$ cat config.mk
export PLATFORM = sky130hd
export DESIGN_NAME = bridge_router
export DESIGN_NICKNAME = d
export VERILOG_FILES = /design/src/rtl/bridge_pkg.sv /design/src/rtl/bridge_addr_decode.sv /design/src/rtl/bridge_router.sv
export SDC_FILE = /design/constraint.sdc
export NUM_CORES = 1
export LEC_CHECK = 0
export ABC_AREA = 0
export CAP_MARGIN = 30
export CORE_AREA = 2 2 127 129
export CTS_CLUSTER_SIZE = 8
export DETAILED_ROUTE_END_ITERATION = 6
export DIE_AREA = 0 0 129 131
export PLACE_DENSITY = 0.74
export SETUP_SLACK_MARGIN = 0.15
export SLEW_MARGIN = 20
export SYNTH_ARGS = -nofsm -noshare
export SYNTH_HDL_FRONTEND = slang
export SYNTH_SLANG_ARGS = --single-unit
$ cat constraint.sdc
create_clock -name clk -period 2.48 [get_ports clk]
set_input_delay 0.496 -clock clk [delete_from_list [all_inputs] [get_ports clk]]
set_output_delay 0.496 -clock clk [all_outputs]
set_load 0.02 [all_outputs]
$ cat src/rtl/bridge_pkg.sv
// Shared types and widths for the host bridge router.
package bridge_pkg;

   localparam int BRIDGE_ADDR_W = 32;
   localparam int BRIDGE_DATA_W = 32;

   typedef enum logic {
      IDLE = 1'b0,
      WAIT = 1'b1
   } bridge_rd_state_t;

   // Select index width; at least one bit so a single-slave build still has a legal vector.
   function automatic int bridge_sel_w(input int num_slaves);
      return (num_slaves > 1) ? $clog2(num_slaves) : 1;
   endfunction

endpackage

$ cat src/rtl/bridge_addr_decode.sv
// Priority address decoder: the lowest-index slave whose base/mask matches wins.
module bridge_addr_decode
   import bridge_pkg::*;
#(
   parameter int NUM_SLAVES = 4,
   parameter int SEL_W      = 2,
   parameter logic [NUM_SLAVES-1:0][BRIDGE_ADDR_W-1:0] SLAVE_BASE = '0,
   parameter logic [NUM_SLAVES-1:0][BRIDGE_ADDR_W-1:0] SLAVE_MASK = {NUM_SLAVES{32'hF000_0000}}
) (
   input  logic [BRIDGE_ADDR_W-1:0] i_addr,
   output logic [SEL_W-1:0]         o_sel,
   output logic                     o_hit
);

   // Scan from the top down so the lowest matching index is the one left standing.
   always_comb begin
      o_hit = 1'b0;
      o_sel = '0;
      for (int i = NUM_SLAVES - 1; i >= 0; i--) begin
         if ((i_addr & SLAVE_MASK[i]) == SLAVE_BASE[i]) begin
            o_hit = 1'b1;
            o_sel = SEL_W'(i);
         end
      end
   end

endmodule

$ cat src/rtl/bridge_router.sv
// Host bridge router: decodes host accesses, forwards them to one slave a cycle
// later and sequences a single outstanding read with timeout and default data.
//
//   state | meaning
//   IDLE  | no read outstanding; a hit read is forwarded, a miss read answered at once
//   WAIT  | read forwarded to r_sel; waiting for its valid or for the timeout
module bridge_router
   import bridge_pkg::*;
#(
   parameter int NUM_SLAVES = 4,
   parameter logic [NUM_SLAVES-1:0][BRIDGE_ADDR_W-1:0] SLAVE_BASE = '0,
   parameter logic [NUM_SLAVES-1:0][BRIDGE_ADDR_W-1:0] SLAVE_MASK = {NUM_SLAVES{32'hF000_0000}},
   parameter int TIMEOUT_CYCLES = 64,
   parameter logic [BRIDGE_DATA_W-1:0] DEFAULT_DATA = 32'hDEAD_BEEF
) (
   input  logic                                clk,
   input  logic                                reset_n,
   input  logic [BRIDGE_ADDR_W-1:0]            h_addr,
   input  logic                                h_rd,
   input  logic                                h_wr,
   input  logic [BRIDGE_DATA_W-1:0]            h_wr_data,
   output logic [BRIDGE_DATA_W-1:0]            h_rd_data,
   output logic                                h_rd_data_valid,
   output logic [BRIDGE_ADDR_W-1:0]            s_addr,
   output logic [BRIDGE_DATA_W-1:0]            s_wr_data,
   output logic [NUM_SLAVES-1:0]               s_rd,
   output logic [NUM_SLAVES-1:0]               s_wr,
   input  logic [NUM_SLAVES*BRIDGE_DATA_W-1:0] s_rd_data,
   input  logic [NUM_SLAVES-1:0]               s_rd_data_valid,
   output logic                                rd_overrun,
   output logic [15:0]                         timeout_count
);

   localparam int SEL_W = bridge_sel_w(NUM_SLAVES);
   localparam int CNT_W = $clog2(TIMEOUT_CYCLES);
   localparam logic [CNT_W-1:0] CNT_LAST = CNT_W'(TIMEOUT_CYCLES - 1);

   logic [SEL_W-1:0]                          w_sel;
   logic                                      w_hit;
   logic [NUM_SLAVES-1:0]                     w_onehot;
   logic [NUM_SLAVES-1:0][BRIDGE_DATA_W-1:0]  w_rd_arr;

   bridge_rd_state_t          r_state;
   logic [SEL_W-1:0]          r_sel;
   logic [CNT_W-1:0]          r_cnt;
   logic [BRIDGE_DATA_W-1:0]  r_rd_data;
   logic                      r_rd_valid;
   logic [BRIDGE_ADDR_W-1:0]  r_s_addr;
   logic [BRIDGE_DATA_W-1:0]  r_s_wr_data;
   logic [NUM_SLAVES-1:0]     r_s_rd;
   logic [NUM_SLAVES-1:0]     r_s_wr;
   logic                      r_overrun;
   logic [15:0]               r_to_cnt;

   bridge_addr_decode #(
      .NUM_SLAVES (NUM_SLAVES),
      .SEL_W      (SEL_W),
      .SLAVE_BASE (SLAVE_BASE),
      .SLAVE_MASK (SLAVE_MASK)
   ) u_decode (
      .i_addr (h_addr),
      .o_sel  (w_sel),
      .o_hit  (w_hit)
   );

   assign w_onehot = NUM_SLAVES'(1) << w_sel;
   assign w_rd_arr = s_rd_data;

   // Address/data and write strobes are forwarded regardless of the read FSM.
   always_ff @(posedge clk or negedge reset_n) begin
      if (!reset_n) begin
         r_s_addr    <= '0;
         r_s_wr_data <= '0;
         r_s_wr      <= '0;
      end else begin
         r_s_wr <= (h_wr && w_hit) ? w_onehot : '0;
         if (h_rd || h_wr) begin
            r_s_addr    <= h_addr;
            r_s_wr_data <= h_wr_data;
         end
      end
   end

   // Read FSM: one outstanding read, slave valid beats the timeout on the last wait cycle.
   always_ff @(posedge clk or negedge reset_n) begin
      if (!reset_n) begin
         r_state    <= IDLE;
         r_sel      <= '0;
         r_cnt      <= '0;
         r_rd_data  <= '0;
         r_rd_valid <= 1'b0;
         r_s_rd     <= '0;
         r_overrun  <= 1'b0;
         r_to_cnt   <= '0;
      end else begin
         r_s_rd     <= '0;
         r_rd_valid <= 1'b0;
         case (r_state)
            IDLE: begin
               if (h_rd) begin
                  if (w_hit) begin
                     r_s_rd  <= w_onehot;
                     r_sel   <= w_sel;
                     r_cnt   <= '0;
                     r_state <= WAIT;
                  end else begin
                     r_rd_data  <= DEFAULT_DATA;
                     r_rd_valid <= 1'b1;
                  end
               end
            end
            WAIT: begin
               if (h_rd) begin
                  r_overrun <= 1'b1;
               end
               if (s_rd_data_valid[r_sel]) begin
                  r_rd_data  <= w_rd_arr[r_sel];
                  r_rd_valid <= 1'b1;
                  r_state    <= IDLE;
               end else if (r_cnt == CNT_LAST) begin
                  r_rd_data  <= DEFAULT_DATA;
                  r_rd_valid <= 1'b1;
                  r_state    <= IDLE;
                  if (r_to_cnt != 16'hFFFF) begin
                     r_to_cnt <= r_to_cnt + 16'd1;
                  end
               end else begin
                  r_cnt <= r_cnt + CNT_W'(1);
               end
            end
            default: r_state <= IDLE;
         endcase
      end
   end

   assign h_rd_data       = r_rd_data;
   assign h_rd_data_valid = r_rd_valid;
   assign s_addr          = r_s_addr;
   assign s_wr_data       = r_s_wr_data;
   assign s_rd            = r_s_rd;
   assign s_wr            = r_s_wr;
   assign rd_overrun      = r_overrun;
   assign timeout_count   = r_to_cnt;

endmodule

# Word level (Yosys, flattened, before mapping)
# Index checks and enable logic that the tools add are counted.
totals:
  regBits: 126
  inputBits: 200
  output_inout_bits: 122
op_classes:
  n_addsub: 2
  eq_ne: 8
  n_mux: 25
  n_bitwise: 2
  n_reduce_logical: 7
op_table:
  columns: ["op", "n"]
  rows:
  - ["$mux 32", 4]
  - ["$pmux 32 s2", 1]
  - ["$logic_not 32->1", 1]
  - ["$mux 6", 4]
  - ["$add 16x1->16 const B", 1]
  - ["$ne 16x16->1 const B", 1]
  - ["$mux 1", 13]
  - ["$pmux 6 s2", 1]
  - ["$ne 2x2->1 const B", 5]
  - ["$reduce_and 4->1", 2]
  - ["$add 6x1->6 const B", 1]
  - ["$eq 6x6->1 const B", 1]
  - ["$pmux 1 s2", 2]
  - ["$ne 3x1->1 const B", 1]
  - ["$reduce_and 3->1", 1]
  - ["$not 1->1", 2]
  - ["$reduce_and 2->1", 1]
  - ["$logic_and 1x1->1", 1]
  - ["$logic_or 1x1->1", 1]

# Depth between registers and ports, before layout
# Gate-level depths: netlist of run 1.
depth:
  depth_word: 5
  mapped_depth: 7
  depth_no_buf: 6

# Cells and area by module
# A second synthesis of run 1 with hierarchy kept.
hier_totals:
  cells_unflattened: 400
  area_unflattened_um2: 5920.7
modules_own_cells:
  columns: ["module", "n_inst", "cells_per_inst", "area_per_inst_um2", "seq_area_each_um2"]
  rows:
  - ["bridge_router", 1, 396, 5889.4, 3278.1]
  - ["bridge_addr_decode", 1, 4, 31.3, 0.0]

# Worst setup path before layout of run 1
# OpenSTA, ideal clock, no wires.
synth_path:
  kind: "register -> register"
  startpoint: "register r_cnt[0]"
  endpoint: "register r_to_cnt[15], in the netlist timeout_count[15]"
  t_arrival_ps: 1802
  t_required_ps: 2352
  slack_ps: 550
  stages_incl_launch_ff: 7
  path_buffers: 1
  path_cell_list: "dfrtp_1 > ha_1 > nand3_2 > or4b_1 > buf_4 > nor3_4 > mux2_1"
synth_between:
  elab_chain_len: 2
synth_rtl:
  columns: ["item", "line_no", "text"]
  rows:
  - ["start: declaration", "bridge_router.sv:45", "logic [CNT_W-1:0] r_cnt;"]
  - ["start signal: assignment", "bridge_router.sv:128", "r_cnt <= r_cnt + CNT_W'(1);"]
  - ["$eq 6x6->1", "bridge_router.sv:120", "end else if (r_cnt == CNT_LAST) begin"]
  - ["$reduce_and 4->1 (no source line)", null, null]
  - ["end signal: assignment", "bridge_router.sv:125", "r_to_cnt <= r_to_cnt + 16'd1;"]
  - ["end: declaration", "bridge_router.sv:53", "logic [15:0] r_to_cnt;"]
# Every way passes these cells.
# A chain may end at the register's enable or synchronous reset.

# Worst setup path after layout of run 1
layout_path:
  startpoint: "register r_cnt[0]"
  endpoint: "register r_rd_data[19], in the netlist h_rd_data[19]"
layout_between:
  elab_chain_len: 3
layout_rtl:
  columns: ["item", "line_no", "text"]
  rows:
  - ["$eq 6x6->1", "bridge_router.sv:120", null]
  - ["$ne 3x1->1 (no source line)", null, null]
  - ["$reduce_and 3->1 (no source line)", null, null]
  - ["end signal: assignment", "bridge_router.sv:117", "r_rd_data <= w_rd_arr[r_sel];"]
  - ["end: declaration", "bridge_router.sv:46", "logic [BRIDGE_DATA_W-1:0] r_rd_data;"]
# Every way passes these cells.

==> impl_metrics.py, run 1 <==
metrics = {
    "outcome": {
        "outcome": "completed",
    },
    "critical_path": {
        "worst_setup_path_start_kind": "flop",
        "required_ps": 2820,
        "reg2reg_from": "r_cnt[0]",
        "cp_slowest_cell": "dfrtp_1",
        "reg2reg_to": "h_rd_data[19]",
        "endpoint": "h_rd_data[19]",
        "crit_start": "r_cnt[0]",
        "cp.arrival_ps": 2400,
        "r2r_slack_ps": 420,
        "crit_type": "reg2reg",
        "max_stage_delay_ps": 400,
        "path_max_fanout": 25,
        "r2r_cells": 7,
        "endpoint_kind": "flop",
        "path_cells": "ha_1, nand3_2, buf_4, o31ai_1, a21oi_2, inv_2, o22a_1",
    },
    "global_routing": {
        "grt_pass1_vias": 3933,
        "track_usage_pct": 16.10,
        "grt_pass1_wl_um": 20690,
        "grt_overflow": 0,
        "grt_max_degree": 66,
        "antenna_found_initial": 0,
    },
    "clock_tree": {
        "cts_setup_buffers": 0,
        "ctsResizeCount": 0,
        "cts_sinks": 123,
        "clk_pin_slew_ps": 60,
        "cts_tree": "done",
        "clock_latency_ps": 410,
        "cts_made_buffers": 17,
        "htree_levels": 4,
        "root_buffer": "clkbuf_16",
        "cts.path.max_buffers": 2,
    },
    "synthesis": {
        "avgSynthCellArea_um2": 14.27,
        "yosys.cell_types.count": 44,
        "synth_largest_area_cell": "dfrtp_1",
        "netlist_instances": 340,
        "ys_seq_area_share_pct": 63.43,
        "synthTopCellsByArea": "dfrtp_1, mux2_2, o22a_1",
        "synth-edff-count": 0,
        "ys_ff_latch": 123,
        "synthFlopType": "dfrtp_1",
        "async_reset_ff_share_pct": 100.0,
        "yosys.area.top_type_share_pct": 63.43,
        "synth_warnings": 0,
        "synth_area_um2": 4852,
    },
    "routing": {
        "vias_per_cell": 4.577,
        "ant_nets": 0,
        "drt_iter0_markers": 130,
        "drc": 0,
        "routed_wl_um": 13200,
        "wl_per_cell_um": 16.46,
        "drt_first_pass_iters": 4,
        "num_vias": 3671,
    },
    "power": {
        "leakage_nw": 3.261,
        "ir_drop_mv": 0.4444,
        "power-per-cell-area_nw_per_um2": 740.0,
    },
    "placement": {
        "io_buffer_count": 216,
        "dp_hpwl_um": 9969,
        "place_congestion": 0.8462,
    },
    "sta": {
        "hold_violations": 0,
        "finalSetupViolations": 0,
        "fin_crit_sh_pct": 83.04,
        "hold_ws_ps": 442.6,
        "skew_ps": 11.19,
        "period_minus_slack_ps": 2059,
        "slew_headroom_pct": 60.81,
        "worstMarginPinSlew_ps": 587.8,
        "setup-tns-final_ps": 0,
        "clock.fmax_ghz": 0.4856,
        "rsz0062_at_grt": "false",
        "slew_violations": 0,
    },
    "layout": {
        "insertedDiodeCount": 0,
        "area_delta_synth_final_pct": 65.21,
        "layout-drive-gt1-share_pct": 20.48,
        "nets": 775,
    },
    "floorplan": {
        "rows": 46,
        "die_width_um": 129,
        "fp.dieArea_um2": 16900,
        "start_util_pct": 31.11,
        "top_level_ports": 322,
        "fp.dieH_um": 131,
        "core_um2": 15600,
    },
    "run": {
        "cap_viol_max_count": 0,
    },
    "worst_hold_path": {
        "hold_class": "in2async",
    },
}
## worst max-delay path: cells and delay by family (launching register included)
family,cells,cell delay (ps)
AO/OA/AOI/OAI,3,720
adder cells (fa/ha/maj),1,230
buffers and inverters,2,520
flip-flops,1,400
AND/OR/NAND/NOR,1,120
## timing repair
item	CTS	global route
hold buffers	1	0
endpoints found under the setup margin	0	0
hold endpoints to repair	3	0
## final cells by class
class                      count  area [µm²]
inverter                       8       30.03
clock inverter                15       245.2
timing repair buffer         229        2310
fill                        1335        7581
tap                          216       270.3
clock buffer                  17       425.4
multi-input combinational    194        1658
sequential                   123        3078
## where the power goes
group | switching [mW] | internal (mW)
Sequential | 0.105 | 2.16
Combinational | 0.404 | 0.475
Clock | 0.904 | 1.88
## synthesized netlist by cell type, types with 4 or more instances
cell / number
a22o_1: 8
buf_2: 9
nor2_1: 9
buf_4: 7
xor2_1: 10
clkbuf_1: 4
o22a_1: 24
mux2_2: 65
dfrtp_1: 123
nand4_1: 6
inv_1: 7
nand2_1: 8
nand3_1: 7
## per-stage QoR
stage	cell area (µm²)	power [mW]	util [%]	worst slack, ps	cells
finish	8016	5.932	51.40	420.6	802
floorplan	4871	2.655	-	550.1	345
global route	8016	6.177	51.40	279.0	802
global placement	7336	3.146	47.03	95.63	769
detailed placement	7336	3.182	47.03	95.37	769
CTS	8016	6.009	51.40	413.3	802
## flip-flops by register name, indices dropped and copies added, names as in the netlist
| name | cells |
|---|---|
| h_rd_data | 32 |
| s_rd | 1 |
| s_addr | 32 |
| r_cnt | 6 |
| s_wr | 1 |
| h_rd_data_valid | 1 |
| rd_overrun | 1 |
| r_state | 1 |
| timeout_count | 16 |
| s_wr_data | 32 |
## cell usage in the layout, fill, tap and decap left out, types with 4 or more instances in the layout
| cell type | Yosys | routed |
|---|---|---|
| a22o_1 | 8 | 8 |
| buf_12 | 0 | 4 |
| buf_4 | 7 | 9 |
| bufinv_16 | 0 | 6 |
| clkbuf_16 | 0 | 17 |
| clkdlybuf4s50_1 | 0 | 215 |
| conb_1 | 1 | 6 |
| dfrtp_1 | 123 | 123 |
| inv_1 | 7 | 7 |
| mux2_2 | 65 | 65 |
| nand2_1 | 8 | 8 |
| nand3_1 | 7 | 7 |
| nand4_1 | 6 | 6 |
| nor2_1 | 9 | 8 |
| o22a_1 | 24 | 24 |
| xor2_1 | 10 | 10 |
## worst min-delay path by stage
stage                     startpoint       endpoint  slack [ps]  depth (start not counted)
after global placement       reset_n   h_rd_data[5]         310                          1
after global routing         reset_n  h_rd_data[13]         430                          2
after detailed placement     reset_n  h_rd_data[13]         310                          1
after CTS                    reset_n   h_rd_data[5]         420                          2
after floorplan              reset_n   h_rd_data[0]         200                          0
final                        reset_n  h_rd_data[13]         440                          2
## per-layer routing
layer  global-route usage, %  part of all wire, %  up-vias
met1                   19.15                   41     1798
met3                   6.637                  8.5       29
li1                        -                    -     1696
met5                       0                    0        -
met4                   8.056                  3.0        0
met2                   25.30                   47      148
## cells by family (layout without fill, tap and decap cells)
group / after synthesis / in the layout / share of synthesized area, %
buf+inv: 28 / 269 / 2.940
other cells: 1 / 6 / 0.07729
simple gates: 59 / 59 / 7.401
fa+ha+maj: 2 / 2 / 0.5156
xor+xnor: 13 / 13 / 2.347
flops: 123 / 123 / 63.43
compound gates: 47 / 47 / 7.762
mux: 67 / 67 / 15.52
Power figures use the tool's default switching activity.
==> run 2: changes to the inputs <==
==> constraint.sdc (replaced) <==
create_clock -name clk -period 2 [get_ports clk]
set_input_delay 0.4 -clock clk [delete_from_list [all_inputs] [get_ports clk]]
set_output_delay 0.4 -clock clk [all_outputs]
set_load 0.02 [all_outputs]
==> run 2 against run 1 <==
Effect of this change:
- die area is the same
- largest power group unchanged
- clock skew shrank 2.6 ps
- critical path type is now in2reg
- sequential share of layout area down 0.38 points
- wire length fell by 3.8%
- power is 20% higher
- critical path depth shrank 1
- flip-flop and latch count unchanged
- clock power grew 14%
- non-clock buffer count increased by 12
- clock-buffer cell count grew 9
==> impl_metrics.py, run 2 (synthesis results as in run 1) <==
metrics = {
    "layout": {
        "multiInputGateArea_um2": 1709,
        "final_common_cell": "clkdlybuf4s50_1",
        "layout-drive-gt1-share_pct": 22.41,
        "fill_cells": 1368,
        "area.sequential_um2": 3078,
        "mostFrequentLayoutCells": "clkdlybuf4s50_1, dfrtp_1, mux2_2",
        "nets": 787,
        "insertedDiodeCount": 0,
        "area_delta_synth_final_pct": 66.86,
    },
    "critical_path": {
        "endpoint_kind": "flop",
        "reg2reg_from": "r_cnt[1]",
        "crit_start": "s_rd_data_valid[0]",
        "required_ps": 2330,
        "path_max_fanout": 5,
        "crit_type": "in2reg",
        "cp.arrival_ps": 2160,
        "worst_setup_path_start_kind": "input pin",
    },
    "sta": {
        "rsz0062_at_grt": "true",
        "hold_ws_ps": 448.3,
        "period_minus_slack_ps": 1833,
        "hold_violations": 0,
        "skew_ps": 8.559,
        "fin_crit_sh_pct": 91.63,
        "clock.fmax_ghz": 0.5457,
        "finalSetupViolations": 0,
        "timing.final.ws_setup_ps": 167.4,
        "slew_violations": 0,
    },
    "clock_tree": {
        "cts_made_buffers": 17,
        "cts_sinks": 123,
        "root_buffer": "clkbuf_16",
        "clk_pin_slew_ps": 60,
        "clock_latency_ps": 410,
        "cts_tree": "done",
        "cts.path.max_buffers": 2,
        "htree_levels": 4,
    },
    "placement": {
        "io_buffer_count": 216,
        "preCtsSetupSlack_ps": -316.1,
        "dp_hpwl_um": 9400,
        "place_congestion": 0.8178,
    },
    "power": {
        "power.switching_mw": 1.685,
        "ir_drop_mv": 0.5054,
        "clkPwrFrac_pct": 44.8,
        "seqPwrFrac_pct": 39.5,
        "p_int_mw": 5.422,
        "power-per-cell-area_nw_per_um2": 877.9,
        "p_comb_share_pct": 15.7,
        "power.share.switching_pct": 23.71,
        "leakage_nw": 3.394,
    },
    "routing": {
        "routed_wl_um": 12690,
        "drt_iter0_markers": 111,
        "num_vias": 3743,
        "ant_nets": 0,
        "wl_per_cell_um": 15.59,
        "drc": 0,
        "drt_first_pass_iters": 4,
        "vias_per_cell": 4.598,
    },
    "floorplan": {
        "fp.dieH_um": 131,
        "rows": 46,
        "start_util_pct": 31.11,
        "core_um2": 15600,
        "top_level_ports": 322,
        "fp.dieArea_um2": 16900,
        "die_width_um": 129,
    },
    "outcome": {
        "outcome": "completed",
    },
    "global_routing": {
        "grt_max_degree": 52,
        "grt_pass1_wl_um": 19620,
        "busiest_layer": "met2",
        "grt_pass1_vias": 3964,
        "grtUsageMet1_pct": 17.61,
        "met3_usage_pct": 4.438,
        "grt_overflow": 0,
        "use_met2_pct": 25.61,
        "track_usage_pct": 15.08,
        "antenna_found_initial": 0,
    },
    "run": {
        "cap_viol_max_count": 0,
    },
    "worst_hold_path": {
        "hold_class": "in2async",
    },
}
[run 2: cell type report]
| cell class | instances | area share, % |
|---|---|---|
| Multi-Input combinational cell | 194 | 21.11 |
| Sequential cell | 123 | 38.02 |
| Inverter | 8 | 0.4018 |
| Clock buffer | 26 | 6.290 |
| Clock inverter | 6 | 1.329 |
| Timing Repair Buffer | 241 | 29.52 |
| Tap cell | 216 | 3.338 |
[run 2: critical path: stages]
cell and delay (ps):
clkdlybuf4s50_1 420, nand4b_1 270, or4b_4 570, buf_6 160
nor3_2 160, xor2_1 170
[run 2: final timing paths]
path | end | slack (ps) | cells after the start
hold reg to reg | rd_overrun | 460 | 1
max in group asynchronous | timeout_count[3] | 940 | 3
hold / removal | h_rd_data[12] | 450 | 2
min in group clk | rd_overrun | 460 | 1
setup / recovery | timeout_count[11] | 170 | 6
setup reg to reg | timeout_count[11] | 170 | 6
[run 2: power by group through the flow]
stage                     Clock [mW]  Combinational (mW)  Sequential (mW)
after global placement             0                1.07             2.84
after CTS                       3.25                1.13             2.81
after detailed placement           0                1.09             2.85
after global routing            3.37                1.20             2.83
after floorplan                    0               0.296             3.01
final                           3.18                1.12             2.81
[run 2: timing repair]
action | CTS | global route
pin swaps | 1 | 4
setup endpoints to repair | 47 | 44
buffers inserted | 2 | 5
gates resized for setup | 18 | 8
endpoints found under the hold margin | 25 | 0
hold buffers | 1 | 0
[run 2: per-stage QoR]
stage / total power, mW / TNS, ps / area (µm²) / util, % / instances
5_1_grt: 7.403 / 0 / 8097 / 51.91 / 814
6_report: 7.108 / 0 / 8097 / 51.91 / 814
2_1_floorplan: 3.303 / 0 / 4888 / - / 345
3_5_place_dp: 3.943 / -6458 / 7387 / 47.36 / 774
4_1_cts: 7.195 / 0 / 8026 / 51.46 / 809
3_3_place_gp: 3.904 / -4605 / 7387 / 47.36 / 774
[run 2: per-layer routing]
layer / wire, µm / share of wire [%]
met3: 802 / 6.3
met4: 268 / 2.1
met5: 0 / 0
met1: 5042 / 40
met2: 6578 / 52
==> run 3: changes to the inputs <==
==> constraint.sdc (replaced) <==
create_clock -name clk -period 1.8 [get_ports clk]
set_input_delay 0.36 -clock clk [delete_from_list [all_inputs] [get_ports clk]]
set_output_delay 0.36 -clock clk [all_outputs]
set_load 0.02 [all_outputs]
==> run 3 against run 2 <==
Effect of this change:
- global-route usage increased by 0.39 points
- final cell count increased by 1.8%
- critical path depth decreased by 1
- wire length increased by 2.7%
- flip-flop and latch count unchanged
- clock skew decreased by 5.7 ps
- via count increased by 0.94%
- die area unchanged
- register-to-register slack got worse by 130 ps
- clock power increased by 7.2%
- core utilization increased by 1.0 points
- setup slack got worse by 130 ps
- highest routed layer unchanged
==> impl_metrics.py, run 3 (synthesis results as in run 1) <==
metrics = {
    "routing": {
        "drt_iter0_markers": 105,
        "num_vias": 3778,
        "routed_wl_um": 13040,
        "vias_per_cell": 4.557,
        "ant_nets": 0,
        "drc": 0,
        "wl_per_cell_um": 15.72,
        "drt_first_pass_iters": 4,
    },
    "layout": {
        "nets": 804,
        "insertedDiodeCount": 0,
        "final_common_cell": "dfrtp_1",
        "area_delta_synth_final_pct": 70.11,
        "fin_area_um2": 8254,
        "layout-drive-gt1-share_pct": 26.92,
        "final_util_pct": 52.92,
        "mostFrequentLayoutCells": "dfrtp_1, dlygate4sd2_1, clkdlybuf4s50_1",
    },
    "global_routing": {
        "grt_pass1_wl_um": 20180,
        "grt_max_degree": 75,
        "track_usage_pct": 15.47,
        "antenna_found_initial": 0,
        "grt_overflow": 0,
        "grt_pass1_vias": 4038,
    },
    "critical_path": {
        "cp.arrival_ps": 2050,
        "max_stage_delay_ps": 570,
        "reg2reg_from": "r_cnt[1]",
        "cp_slowest_cell": "or4b_4",
        "worst_setup_path_start_kind": "flop",
        "r2r_slack_ps": 40,
        "path_cells": "ha_4, nand3_4, or4b_4, nor3_4, mux2_4",
        "r2r_cells": 5,
        "path_max_fanout": 4,
        "reg2reg_to": "timeout_count[15]",
        "required_ps": 2090,
        "crit_buf_inv": 0,
        "endpoint_kind": "flop",
        "crit_type": "reg2reg",
        "critPathTopFamily": "simple AND/OR/NAND/NOR gates",
    },
    "floorplan": {
        "fp.dieH_um": 131,
        "fp.dieArea_um2": 16900,
        "start_util_pct": 31.11,
        "core_um2": 15600,
        "top_level_ports": 322,
        "die_width_um": 129,
        "rows": 46,
    },
    "clock_tree": {
        "root_buffer": "clkbuf_16",
        "cts_sinks": 123,
        "clk_pin_slew_ps": 50,
        "htree_levels": 4,
        "cts_made_buffers": 17,
        "clock_latency_ps": 400,
        "cts_tree": "done",
        "cts.path.max_buffers": 2,
    },
    "worst_hold_path": {
        "min_path_cells": 1,
        "worstHoldEndpoint": "rd_overrun",
        "hold_start": "rd_overrun",
        "hold_class": "reg2reg",
    },
    "placement": {
        "dp_hpwl_um": 9301,
        "place_congestion": 0.7946,
        "place_area_um2": 7480,
        "io_buffer_count": 216,
    },
    "sta": {
        "slew_violations": 0,
        "worstMarginPinSlew_ps": 609.1,
        "finalSetupViolations": 0,
        "period_minus_slack_ps": 1763,
        "slew_headroom_pct": 59.39,
        "clock.fmax_ghz": 0.5672,
        "fin_crit_sh_pct": 97.94,
        "skew_ps": 2.822,
        "hold_violations": 0,
        "rsz0062_at_grt": "true",
    },
    "power": {
        "ir_drop_mv": 0.5751,
        "leakage_nw": 3.561,
        "power-per-cell-area_nw_per_um2": 935.6,
    },
    "run": {
        "cap_viol_max_count": 0,
    },
    "outcome": {
        "outcome": "completed",
    },
}
## run 3: layout make-up
cell class | instances | area, µm²
clock inverter | 8 | 117.6
timing repair inverter | 2 | 22.52
inverter | 8 | 37.54
timing repair buffer | 256 | 2389
clock buffer | 22 | 474.2
sequential | 123 | 3082
fill | 1400 | 7343
tap | 216 | 270.3
multi-input combinational | 194 | 1862
## run 3: where the power goes
group          total [mW]  internal, mW  switching [mW]
sequential           3.12          2.98           0.140
combinational        1.19         0.609           0.582
clock                3.41          2.26            1.15
## run 3: worst max path at each step
| stage | startpoint | to | slack (ps) | depth (start not counted) |
|---|---|---|---|---|
| 2_1_floorplan | r_cnt[1] | timeout_count[15] | -60 | 6 |
| 3_3_place_gp | s_rd_data_valid[0] | timeout_count[15] | -400 | 5 |
| 3_5_place_dp | s_rd_data_valid[0] | timeout_count[15] | -460 | 5 |
| 4_1_cts | r_cnt[0] | timeout_count[15] | 30 | 5 |
| 5_1_grt | r_cnt[1] | timeout_count[15] | -50 | 5 |
| 6_report | r_cnt[1] | timeout_count[15] | 40 | 5 |
## run 3: worst reg2reg max path, delay by kind of cell (launching register included)
kind,cells,cell delay [ps]
AND/OR/NAND/NOR,3,790
multiplexers,1,310
flip-flops,1,390
adder cells (fa/ha/maj),1,170
## run 3: layer usage
metal / GRT usage, % / routed length (µm) / vias to the layer above
met3: 5.619 / 978 / 13
met1: 17.42 / 5100 / 1858
li1: - / - / 1752
met2: 26.77 / 6743 / 155
met5: 0 / 0 / -
met4: 6.330 / 211 / 0
## run 3: what timing repair did
item	4_1_cts	5_1_grt
setup buffers	9	3
hold buffers	1	0
gates cloned	3	0
endpoints found under the hold margin	72	0
endpoints found under the setup margin	165	53
pin swaps	7	23
resized for setup	140	24
## run 3: per-stage QoR
| stage | TNS [ps] | std cells | power, mW | hold slack (ps) | setup slack (ps) |
|---|---|---|---|---|---|
| final | 0 | 829 | 7.723 | 455.4 | 37.07 |
| after global routing | -89.84 | 829 | 8.087 | 476.9 | -47.85 |
| after CTS | 0 | 826 | 7.832 | 458.9 | 33.98 |
| after detailed placement | -16320 | 783 | 4.406 | 405.8 | -458.8 |
| after global placement | -11960 | 783 | 4.359 | 411.4 | -402.8 |
| after floorplan | -56.15 | 345 | 3.676 | 64.41 | -56.15 |
